<file path="src/rtl/id_branch_control_if.sv">
// ID-stage branch/jump control bus: decode, operands and targets in; PC mux and pipeline enables out.
interface id_branch_control_if;
  logic        Branch_EQ_ID;
  logic        Branch_NE_ID;
  logic        Jump_ID;
  logic [31:0] Operand_A_ID;
  logic [31:0] Operand_B_ID;
  logic [1:0]  Stall_Cycles_ID;
  logic [31:0] Branch_Dest_ID;
  logic [31:0] Jump_Dest_ID;
  logic [31:0] PC_Plus_4_IF;
  logic [31:0] Next_PC_IF;
  logic        PC_Write;
  logic        IF_ID_Write;
  logic        IF_Flush;
  logic        ID_EX_Bubble;
  logic [15:0] Taken_Count;

  modport master (
    output Branch_EQ_ID, Branch_NE_ID, Jump_ID, Operand_A_ID, Operand_B_ID,
           Stall_Cycles_ID, Branch_Dest_ID, Jump_Dest_ID, PC_Plus_4_IF,
    input  Next_PC_IF, PC_Write, IF_ID_Write, IF_Flush, ID_EX_Bubble, Taken_Count
  );

  modport slave (
    input  Branch_EQ_ID, Branch_NE_ID, Jump_ID, Operand_A_ID, Operand_B_ID,
           Stall_Cycles_ID, Branch_Dest_ID, Jump_Dest_ID, PC_Plus_4_IF,
    output Next_PC_IF, PC_Write, IF_ID_Write, IF_Flush, ID_EX_Bubble, Taken_Count
  );
endinterface

</file>
<file path="src/rtl/id_branch_control.sv">
// Resolves branches/jumps in ID; same-cycle redirect when operands are ready, otherwise stalls
// for the hazard unit's cycle count and resolves with the latched branch type.
module id_branch_control (
  input  logic               Clk,
  input  logic               Reset,
  id_branch_control_if.slave bus
);

  typedef enum logic [1:0] {
    IDLE    = 2'd0,
    STALL   = 2'd1,
    RESOLVE = 2'd2
  } state_t;

  state_t      state;
  logic [1:0]  stall_cnt;
  logic        lat_ne;
  logic [15:0] taken_count;

  logic        ops_eq;
  logic        is_branch;
  logic        redirect;
  logic [31:0] next_pc;
  logic        pc_write;
  logic        if_id_write;
  logic        if_flush;
  logic        id_ex_bubble;

  assign ops_eq    = (bus.Operand_A_ID == bus.Operand_B_ID);
  assign is_branch = bus.Branch_EQ_ID | bus.Branch_NE_ID;

  always_comb begin
    next_pc      = bus.PC_Plus_4_IF;
    pc_write     = 1'b1;
    if_id_write  = 1'b1;
    if_flush     = 1'b0;
    id_ex_bubble = 1'b0;
    redirect     = 1'b0;
    if (!Reset) begin
      case (state)
        IDLE: begin
          if (bus.Jump_ID) begin
            next_pc  = bus.Jump_Dest_ID;
            if_flush = 1'b1;
            redirect = 1'b1;
          end else if (is_branch) begin
            if (bus.Stall_Cycles_ID == 2'd0) begin
              // EQ wins when both branch types are decoded
              if (bus.Branch_EQ_ID ? ops_eq : !ops_eq) begin
                next_pc  = bus.Branch_Dest_ID;
                if_flush = 1'b1;
                redirect = 1'b1;
              end
            end else begin
              pc_write     = 1'b0;
              if_id_write  = 1'b0;
              id_ex_bubble = 1'b1;
            end
          end
        end
        STALL: begin
          pc_write     = 1'b0;
          if_id_write  = 1'b0;
          id_ex_bubble = 1'b1;
        end
        RESOLVE: begin
          if (lat_ne ? !ops_eq : ops_eq) begin
            next_pc  = bus.Branch_Dest_ID;
            if_flush = 1'b1;
            redirect = 1'b1;
          end
        end
        default: ;
      endcase
    end
  end

  always_ff @(posedge Clk) begin
    if (Reset) begin
      state       <= IDLE;
      stall_cnt   <= 2'd0;
      lat_ne      <= 1'b0;
      taken_count <= 16'd0;
    end else begin
      if (redirect && taken_count != 16'hFFFF)
        taken_count <= taken_count + 16'd1;
      case (state)
        IDLE: begin
          if (!bus.Jump_ID && is_branch && bus.Stall_Cycles_ID != 2'd0) begin
            stall_cnt <= bus.Stall_Cycles_ID;
            lat_ne    <= !bus.Branch_EQ_ID;
            state     <= STALL;
          end
        end
        STALL: begin
          stall_cnt <= stall_cnt - 2'd1;
          if (stall_cnt <= 2'd1)
            state <= RESOLVE;
        end
        RESOLVE: state <= IDLE;
        default: state <= IDLE;
      endcase
    end
  end

  assign bus.Next_PC_IF   = next_pc;
  assign bus.PC_Write     = pc_write;
  assign bus.IF_ID_Write  = if_id_write;
  assign bus.IF_Flush     = if_flush;
  assign bus.ID_EX_Bubble = id_ex_bubble;
  assign bus.Taken_Count  = taken_count;

endmodule

</file>
<file path="src/flat_wrapper.sv">
// flat-port wrapper written by rule: the top's interface ports become plain ports
module id_branch_control_flat 
  (Clk, Reset, bus_Branch_EQ_ID, bus_Branch_NE_ID, bus_Jump_ID, bus_Operand_A_ID, bus_Operand_B_ID, bus_Stall_Cycles_ID, bus_Branch_Dest_ID, bus_Jump_Dest_ID, bus_PC_Plus_4_IF, bus_Next_PC_IF, bus_PC_Write, bus_IF_ID_Write, bus_IF_Flush, bus_ID_EX_Bubble, bus_Taken_Count);
  id_branch_control_if bus_i ();
  input  logic Clk;
  input  logic Reset;
  input wire logic [$bits(bus_i.Branch_EQ_ID)-1:0] bus_Branch_EQ_ID;
  input wire logic [$bits(bus_i.Branch_NE_ID)-1:0] bus_Branch_NE_ID;
  input wire logic [$bits(bus_i.Jump_ID)-1:0] bus_Jump_ID;
  input wire logic [$bits(bus_i.Operand_A_ID)-1:0] bus_Operand_A_ID;
  input wire logic [$bits(bus_i.Operand_B_ID)-1:0] bus_Operand_B_ID;
  input wire logic [$bits(bus_i.Stall_Cycles_ID)-1:0] bus_Stall_Cycles_ID;
  input wire logic [$bits(bus_i.Branch_Dest_ID)-1:0] bus_Branch_Dest_ID;
  input wire logic [$bits(bus_i.Jump_Dest_ID)-1:0] bus_Jump_Dest_ID;
  input wire logic [$bits(bus_i.PC_Plus_4_IF)-1:0] bus_PC_Plus_4_IF;
  output wire logic [$bits(bus_i.Next_PC_IF)-1:0] bus_Next_PC_IF;
  output wire logic [$bits(bus_i.PC_Write)-1:0] bus_PC_Write;
  output wire logic [$bits(bus_i.IF_ID_Write)-1:0] bus_IF_ID_Write;
  output wire logic [$bits(bus_i.IF_Flush)-1:0] bus_IF_Flush;
  output wire logic [$bits(bus_i.ID_EX_Bubble)-1:0] bus_ID_EX_Bubble;
  output wire logic [$bits(bus_i.Taken_Count)-1:0] bus_Taken_Count;
  assign bus_i.Branch_EQ_ID = bus_Branch_EQ_ID;
  assign bus_i.Branch_NE_ID = bus_Branch_NE_ID;
  assign bus_i.Jump_ID = bus_Jump_ID;
  assign bus_i.Operand_A_ID = bus_Operand_A_ID;
  assign bus_i.Operand_B_ID = bus_Operand_B_ID;
  assign bus_i.Stall_Cycles_ID = bus_Stall_Cycles_ID;
  assign bus_i.Branch_Dest_ID = bus_Branch_Dest_ID;
  assign bus_i.Jump_Dest_ID = bus_Jump_Dest_ID;
  assign bus_i.PC_Plus_4_IF = bus_PC_Plus_4_IF;
  assign bus_Next_PC_IF = bus_i.Next_PC_IF;
  assign bus_PC_Write = bus_i.PC_Write;
  assign bus_IF_ID_Write = bus_i.IF_ID_Write;
  assign bus_IF_Flush = bus_i.IF_Flush;
  assign bus_ID_EX_Bubble = bus_i.ID_EX_Bubble;
  assign bus_Taken_Count = bus_i.Taken_Count;
  id_branch_control u_core (.Clk(Clk), .Reset(Reset), .bus(bus_i));
endmodule
</file>
<file path="config.mk">
export PLATFORM = sky130hd
export DESIGN_NAME = id_branch_control_flat
export DESIGN_NICKNAME = d
export VERILOG_FILES = /design/src/rtl/id_branch_control_if.sv /design/src/rtl/id_branch_control.sv /design/src/flat_wrapper.sv
export SDC_FILE = /design/constraint.sdc
export NUM_CORES = 1
export LEC_CHECK = 0
export BUFFER_PORTS_ARGS = -buffer_cell sky130_fd_sc_hd__buf_2
export CORE_MARGIN = 5
export CORE_UTILIZATION = 40
export DETAILED_ROUTE_END_ITERATION = 10
export PLACE_DENSITY_LB_ADDON = 0.12
export SYNTH_ARGS = -nofsm -noshare
export SYNTH_HDL_FRONTEND = slang
export SYNTH_SLANG_ARGS = --single-unit
</file>
<file path="constraint.sdc">
create_clock -name Clk -period 6.6 [get_ports Clk]
set_input_delay 1.32 -clock Clk [delete_from_list [all_inputs] [get_ports Clk]]
set_output_delay 1.32 -clock Clk [all_outputs]
set_load 0.01 [all_outputs]
</file>
## After elaboration in Yosys (flattened, before gate mapping)

Index checks and enable logic that the tools add are counted.

| word-level totals | value |
|---|---|
| register bits after elaboration | 21 |
| output and inout bits | 52 |
| word-level logic and storage cells | 58 |

| operators by class | value |
|---|---|
| add/subtract/negate cells | 2 |
| magnitude comparators | 1 |
| equality and inequality tests | 6 |
| muxes and demuxes | 31 |
| bitwise operators | 1 |
| reduce and logical (&&, ||, !) cells | 13 |

Operators by type and width:

| cell | count |
|---|---|
| $mux W32 | 6 |
| $pmux W32 S2 | 1 |
| $eq A32 B32 Y1 | 1 |
| $add A16 B1 Y16 const B | 1 |
| $mux W1 | 16 |
| $ne A16 B16 Y1 const B | 1 |
| $pmux W2 S2 | 2 |
| $mux W2 | 3 |
| $pmux W1 S2 | 3 |
| $reduce_and A2 Y1 | 3 |
| $logic_not A2 Y1 | 2 |
| $ne A2 B1 Y1 const B | 2 |
| $reduce_bool A2 Y1 | 2 |
| $logic_and A1 B1 Y1 | 3 |
| $logic_not A1 Y1 | 3 |
| $eq A2 B1 Y1 const B | 1 |
| $eq A2 B2 Y1 const B | 1 |
| $le A2 B1 Y1 const B | 1 |
| $sub A2 B1 Y2 const B | 1 |
| $or A1 B1 Y1 | 1 |

## Depth between registers and ports, before layout

Gate-level depths: netlist (run 1).

| depth | value |
|---|---|
| depth in word-level cells | 10 |
| gate-level depth with buffers | 9 |
| mapped depth without buffers | 7 |

## Worst setup path before layout (run 1)

Ideal clock, no wire load.

| timing path | value |
|---|---|
| kind | input port to output port |
| start point | input bus_Operand_B_ID[19] |
| end point | output bus_Next_PC_IF[22] |
| arrival time | 3.551 ns |
| required time | 5.280 ns |
| path slack | 1.729 ns |
| cell stages on the path | 9 |
| cells stage by stage | xor2_1 nor4_1 nand4_1 nor2_2 mux2_2 a211o_1 buf_2 buf_2 a221o_1 |

| on the way | value |
|---|---|
| word-level cells in the longest chain between the ends | 9 |
| elaborated cells between the ends (all ways) | 11 |
| those cells by class | 1 x eq/ne; 9 x mux; 1 x reduce/logical |

RTL lines:

| item | RTL line | RTL |
|---|---|---|
| start, declared | flat_wrapper.sv:11 | `input wire logic [$bits(bus_i.Operand_B_ID)-1:0] bus_Operand_B_ID;` |
| $eq A32 B32 Y1 * | id_branch_control.sv:29 | `assign ops_eq = (bus.Operand_A_ID == bus.Operand_B_ID);` |
| $logic_not A1 Y1 | id_branch_control.sv:49, id_branch_control.sv:67 |  |
| $mux W1 | id_branch_control.sv:49 | `if (bus.Branch_EQ_ID ? ops_eq : !ops_eq) begin` |
| $mux W32 | id_branch_control.sv:49 |  |
| $mux W32 | id_branch_control.sv:47 | `if (bus.Stall_Cycles_ID == 2'd0) begin` |
| $mux W32 | id_branch_control.sv:46 | `end else if (is_branch) begin` |
| $mux W32 | id_branch_control.sv:42 | `if (bus.Jump_ID) begin` |
| $pmux W32 S2 * | id_branch_control.sv:40 | `case (state)` |
| $mux W32 * | id_branch_control.sv:39 | `if (!Reset) begin` |
| end, declared | flat_wrapper.sv:16 | `output wire logic [$bits(bus_i.Next_PC_IF)-1:0] bus_Next_PC_IF;` |

Every way passes the cells marked *; elsewhere a longest branch is shown, timed or not.

## Final worst setup path (run 1)

| timing path | value |
|---|---|
| start point | input bus_Operand_B_ID[19] |
| end point | output bus_Next_PC_IF[5] |

Same word-level chain as after synthesis.

==> flow_summary.ini, run 1 <==
[logic_synthesis]
yosysUniqueCellTypes = 44
synth_top_area_cell = dfxtp_1
ys_seq_area_share_pct = 15.70
syn-num-nets = 547
synth_seq_cells = 21
async_flop_share_pct = 0
syn_avg_cell_area_um2 = 7.084
synth_edf_count = 0
synth.area.top_cells = dfxtp_1 (16%), a221o_1 (12%), o31ai_1 (11%), xor2_1 (10%), nand2_1 (9.5%)
synth_area_um2 = 2678
yosysTopAreaCellShare_pct = 15.70
yosysWarnings = 0
synth_top_flop_cell = dfxtp_1
postSynthCellCount = 378

[setup_path]
rrSetupSlack_ps = 3920
cp_top_family = compound AO/OA/AOI/OAI gates
r2r_cells = 5
startpoint_type = primary input
crit_buf_inv = 2
cpMaxStageDelayCell = a211o_1
path_class = primary input to output pin
endpoint_kind = output pin
critPathRequiredTime_ps = 5280
arrival_ps = 4330
slowest_delay_ps = 630
crit_chain = buf_2, xor2_1, nor4_1, nand4_1, nor2_2, mux2_2, a211o_1, a221o_1, buf_2
path_max_fanout = 31
crit_top_cell = buf_2
path_depth = 9

[power_and_ir_drop]
clkPwrFrac_pct = 18.7
switchingPower_w = 0.0001613
power_density_nw_per_um2 = 115.5
combPwrFrac_pct = 50.2
vdd_drop_max_uv = 133.0
power_leakage_nw = 1.881
seqPwrFrac_pct = 31.1
internal_power_w = 0.0002776
p_sw_share_pct = 36.74

[clock_network]
cts.sinks = 21
cts_made_buffers = 3
clk_pin_slew_ps = 80
htreeDepth = 1
clock_path_buffers = 2
clkLatencyLatePin_ps = 260
cts_hold_buf = 0
clockRootBuffer = clkbuf_8
cts_setup_buffers = 0
ctsResizeCount = 0
cts_tree = yes

[drt]
drc_errors = 0
vias_per_cell = 5.738
dr.pass1.iters = 5
ant_nets = 0
vias = 3724
detail_route.wl_per_cell_um = 17.15
finalWirelength_um = 11130
drt_iter0_markers = 245

[hold_path]
min_path_type = flop to flop
hold_depth = 2

[run_status]
status = completed

[placed_design]
port_buffers = 218
dp_hpwl_um = 9121
place.gp.congestion = 1.010
place_ws_ps = 951.1

[layout]
drive_above_1_share_pct = 40.91
final_nets = 742
final_cell_mix = buf_2 (218), nand2_1 (68), o31ai_1 (39)
area_growth_pct = 41.92
layout_commonest_cell = buf_2
diodes = 0

[sta]
setup_tns_ps = 0
tightest_slew_ps = 1013
slew_viol_final = 0
rsz0062_at_grt = false
fin_crit_ps = 5650
hold_violations = 0
fin_ws_ps = 950.1
max_freq_ghz = 0.1770
fin_worst_skew_ps = 9.181
slew_headroom_pct = 32.44
setup_viol = 0
finalCritPeriodShare_pct = 85.60

[global_route]
antenna_found_initial = 0
grt_pass1_wl_um = 17330
gr-total-overflow = 0
grt_usage_pct = 24.42
grt_pass1_vias = 3320
grt_max_degree = 32

[floorplanning]
ios = 219
die_y_um = 91.82
die_w_um = 91.82
die_area_um2 = 8430
rows = 29
initial_utilization_pct = 41.69
fp.coreArea_um2 = 6422

[flow_run]
drv_cap = 0
-- flip-flops by register name, indices dropped and copies added (netlist names) --
register	flops
u_core.bus.Taken_Count	16
u_core.stall_cnt	2
u_core.state	2
u_core.lat_ne	1
-- synth_stat cells (2+ instances only) --
cell type / n
or4_1: 11
nand2b_1: 2
o31ai_1: 39
o21ai_0: 3
nor2b_1: 2
buf_1: 4
dfxtp_1: 21
nand3b_1: 2
a21oi_1: 22
or2_2: 3
mux2_2: 2
clkbuf_1: 16
nand4_1: 11
nand3_1: 8
o221a_2: 2
and2_1: 3
nand2_1: 68
and3_1: 4
nor4_1: 9
mux2i_1: 13
inv_1: 11
a221o_1: 32
ha_1: 2
xor2_1: 32
buf_2: 7
nor3_1: 6
and4_1: 3
nor2_1: 24
-- logic make-up after synthesis --
group / after synthesis / share of synthesized area [%]
simple gates: 159 / 28.93
compound gates: 106 / 30.98
buf+inv: 41 / 6.542
xor+xnor: 33 / 10.79
flops: 21 / 15.70
mux: 16 / 6.121
fa+ha+maj: 2 / 0.9344
-- power by group through the flow --
stage	registers [W]	clock network [W]	logic [W]
floorplan	0.000137	0	0.000122
global placement	0.000139	0	0.000216
detailed placement	0.000139	0	0.000219
CTS	0.000136	0.0000860	0.000220
global route	0.000138	0.0000923	0.000243
finish	0.000137	0.0000820	0.000220
-- cell type report --
cell class | instances | area (um2)
fillers | 591 | 2623
multi-input cells | 316 | 2090
flip-flops and latches | 21 | 420.4
clock buffers | 3 | 41.29
repair buffers | 220 | 1106
well taps | 77 | 96.34
inverters | 11 | 41.29
clock inverters | 1 | 5.005
-- tightest hold or removal path, stage by stage, from the launching register on --
cell and delay, ps:
dfxtp_1 330, o31ai_1 70, a21oi_1 50
-- through the flow --
stage	instances	instance area, um2	util (%)	hold slack (ps)	total power, W
finish	649	3800	59.17	495.4	0.0004388
global route	649	3800	59.17	532.5	0.0004730
CTS	649	3800	59.17	503.6	0.0004425
detailed placement	645	3754	58.45	488.9	0.0003586
global placement	645	3754	58.45	486.5	0.0003548
floorplan	378	2678	-	504.0	0.0002591
-- path summary, 6_finish.rpt --
path,startpoint,end
worst max-delay path,bus_Operand_B_ID[19],bus_Next_PC_IF[5]
worst min-delay path,u_core.bus.Taken_Count[13],u_core.bus.Taken_Count[13]
worst min register to register,u_core.bus.Taken_Count[13],u_core.bus.Taken_Count[13]
worst max register to register,u_core.state[1],u_core.bus.Taken_Count[5]
-- per-layer routing --
metal	routed length (um)	GRT usage, %
met5	0	0
met3	865	4.419
met4	109	3.465
met2	5645	42.97
met1	4513	31.84
(Power assumes the default switching activity.)
==> run 2: changes to the inputs <==
==> constraint.sdc (replaced) <==
create_clock -name Clk -period 5.7 [get_ports Clk]
set_input_delay 1.14 -clock Clk [delete_from_list [all_inputs] [get_ports Clk]]
set_output_delay 1.14 -clock Clk [all_outputs]
set_load 0.01 [all_outputs]
==> run 2 against run 1 <==
Critical endpoint is now bus_Next_PC_IF[26]. Worst setup slack worse by 420 ps. Utilization up 0.12 points. Combinational power up 17%.
==> flow_summary.ini, run 2 (synthesis gave the netlist of run 1 again) <==
[run_status]
status = completed

[placed_design]
place.gp.congestion = 0.9867
place_ws_ps = 529.7
dp_hpwl_um = 9132
port_buffers = 218

[power_and_ir_drop]
combPwrFrac_pct = 50.1
p_sw_share_pct = 37.15
clkPwrFrac_pct = 19.0
power_density_nw_per_um2 = 134.5
seqPwrFrac_pct = 30.9
power_leakage_nw = 1.887
vdd_drop_max_uv = 150.5
internal_power_w = 0.0003219
switchingPower_w = 0.0001903

[setup_path]
crit_start = bus_Operand_B_ID[25]
worstReg2RegStart = u_core.state[1]
endpoint_kind = output pin
path_max_fanout = 28
path_class = primary input to output pin
critPathRequiredTime_ps = 4560
startpoint_type = primary input
arrival_ps = 4030

[clock_network]
clock_path_buffers = 2
cts_made_buffers = 3
clk_pin_slew_ps = 80
cts_tree = yes
htreeDepth = 1
clkLatencyLatePin_ps = 260
cts_setup_buffers = 0
cts.sinks = 21
ctsResizeCount = 0
cts_hold_buf = 0
clockRootBuffer = clkbuf_8

[global_route]
grt_usage_pct = 24.73
grt_pass1_wl_um = 17410
grt_max_degree = 31
antenna_found_initial = 0
grt_pass1_vias = 3492
gr-total-overflow = 0

[drt]
ant_nets = 0
drt_iter0_markers = 228
dr.pass1.iters = 5
vias = 3716
finalWirelength_um = 11290
vias_per_cell = 5.717
drc_errors = 0
detail_route.wl_per_cell_um = 17.37

[sta]
hold_violations = 0
fin_worst_skew_ps = 7.990
setup_viol = 0
tightest_slew_ps = 1053
holdWs_ps = 496.5
max_freq_ghz = 0.1934
setup_tns_ps = 0
slew_headroom_pct = 29.82
fin_crit_ps = 5171
finalCritPeriodShare_pct = 90.72
fin_ws_ps = 528.8
slew_viol_final = 0
rsz0062_at_grt = false

[floorplanning]
die_area_um2 = 8430
initial_utilization_pct = 41.69
ios = 219
rows = 29
die_w_um = 91.82
fp.coreArea_um2 = 6422
die_y_um = 91.82

[layout]
final_nets = 743
diodes = 0
drive_above_1_share_pct = 41.01
area_growth_pct = 42.20
largest_reg_flops = 16
post-route-util_pct = 59.28
final_cell_mix = buf_2 (218), nand2_1 (68), o31ai_1 (39)
layout_commonest_cell = buf_2

[hold_path]
min-delay-start = u_core.bus.Taken_Count[9]
min_path_type = flop to flop

[flow_run]
drv_cap = 0
[run 2: power by group through the flow]
stage	Sequential, W	Clock (W)	Combinational [W]
floorplan	0.000159	0	0.000141
CTS	0.000158	0.000101	0.000255
finish	0.000158	0.0000974	0.000257
global route	0.000160	0.000111	0.000281
detailed placement	0.000161	0	0.000254
global placement	0.000161	0	0.000250
[run 2: cell type report]
type | instances | area [um2]
Fill cell | 620 | 2615
Multi-Input combinational cell | 316 | 2090
Timing Repair Buffer | 221 | 1114
Sequential cell | 21 | 420.4
Tap cell | 77 | 96.34
Clock buffer | 3 | 41.29
Inverter | 11 | 41.29
Clock inverter | 1 | 5.005
[run 2: path summary, 6_finish.rpt]
path,slack (ps),depth (start not counted),to
hold / removal,500,2,u_core.bus.Taken_Count[9]
hold reg to reg,500,2,u_core.bus.Taken_Count[9]
setup reg to reg,3030,5,u_core.bus.Taken_Count[5]
setup / recovery,530,9,bus_Next_PC_IF[26]
[run 2: layer usage]
layer / part of all wire [%] / GRT usage, % / vias to the layer above
met5: 0 / 0 / -
met4: 1.7 / 6.188 / 0
met3: 7.2 / 4.501 / 14
met2: 51 / 43.76 / 141
met1: 40 / 30.95 / 1732
li1: - / - / 1829
[run 2: per-stage QoR]
stage	instances	cell area, um2	power (W)
detailed placement	646	3761	0.0004160
global placement	646	3761	0.0004112
global route	650	3807	0.0005520
floorplan	378	2678	0.0003000
CTS	650	3807	0.0005141
finish	650	3807	0.0005122
[run 2: worst max-delay path: stages]
cell and delay [ps]:
buf_2 100, xor2_1 150, nor4_1 310, nand4_1 270
nor2_2 330, mux2_2 470, a211o_1 620, a221o_1 490
buf_2 150
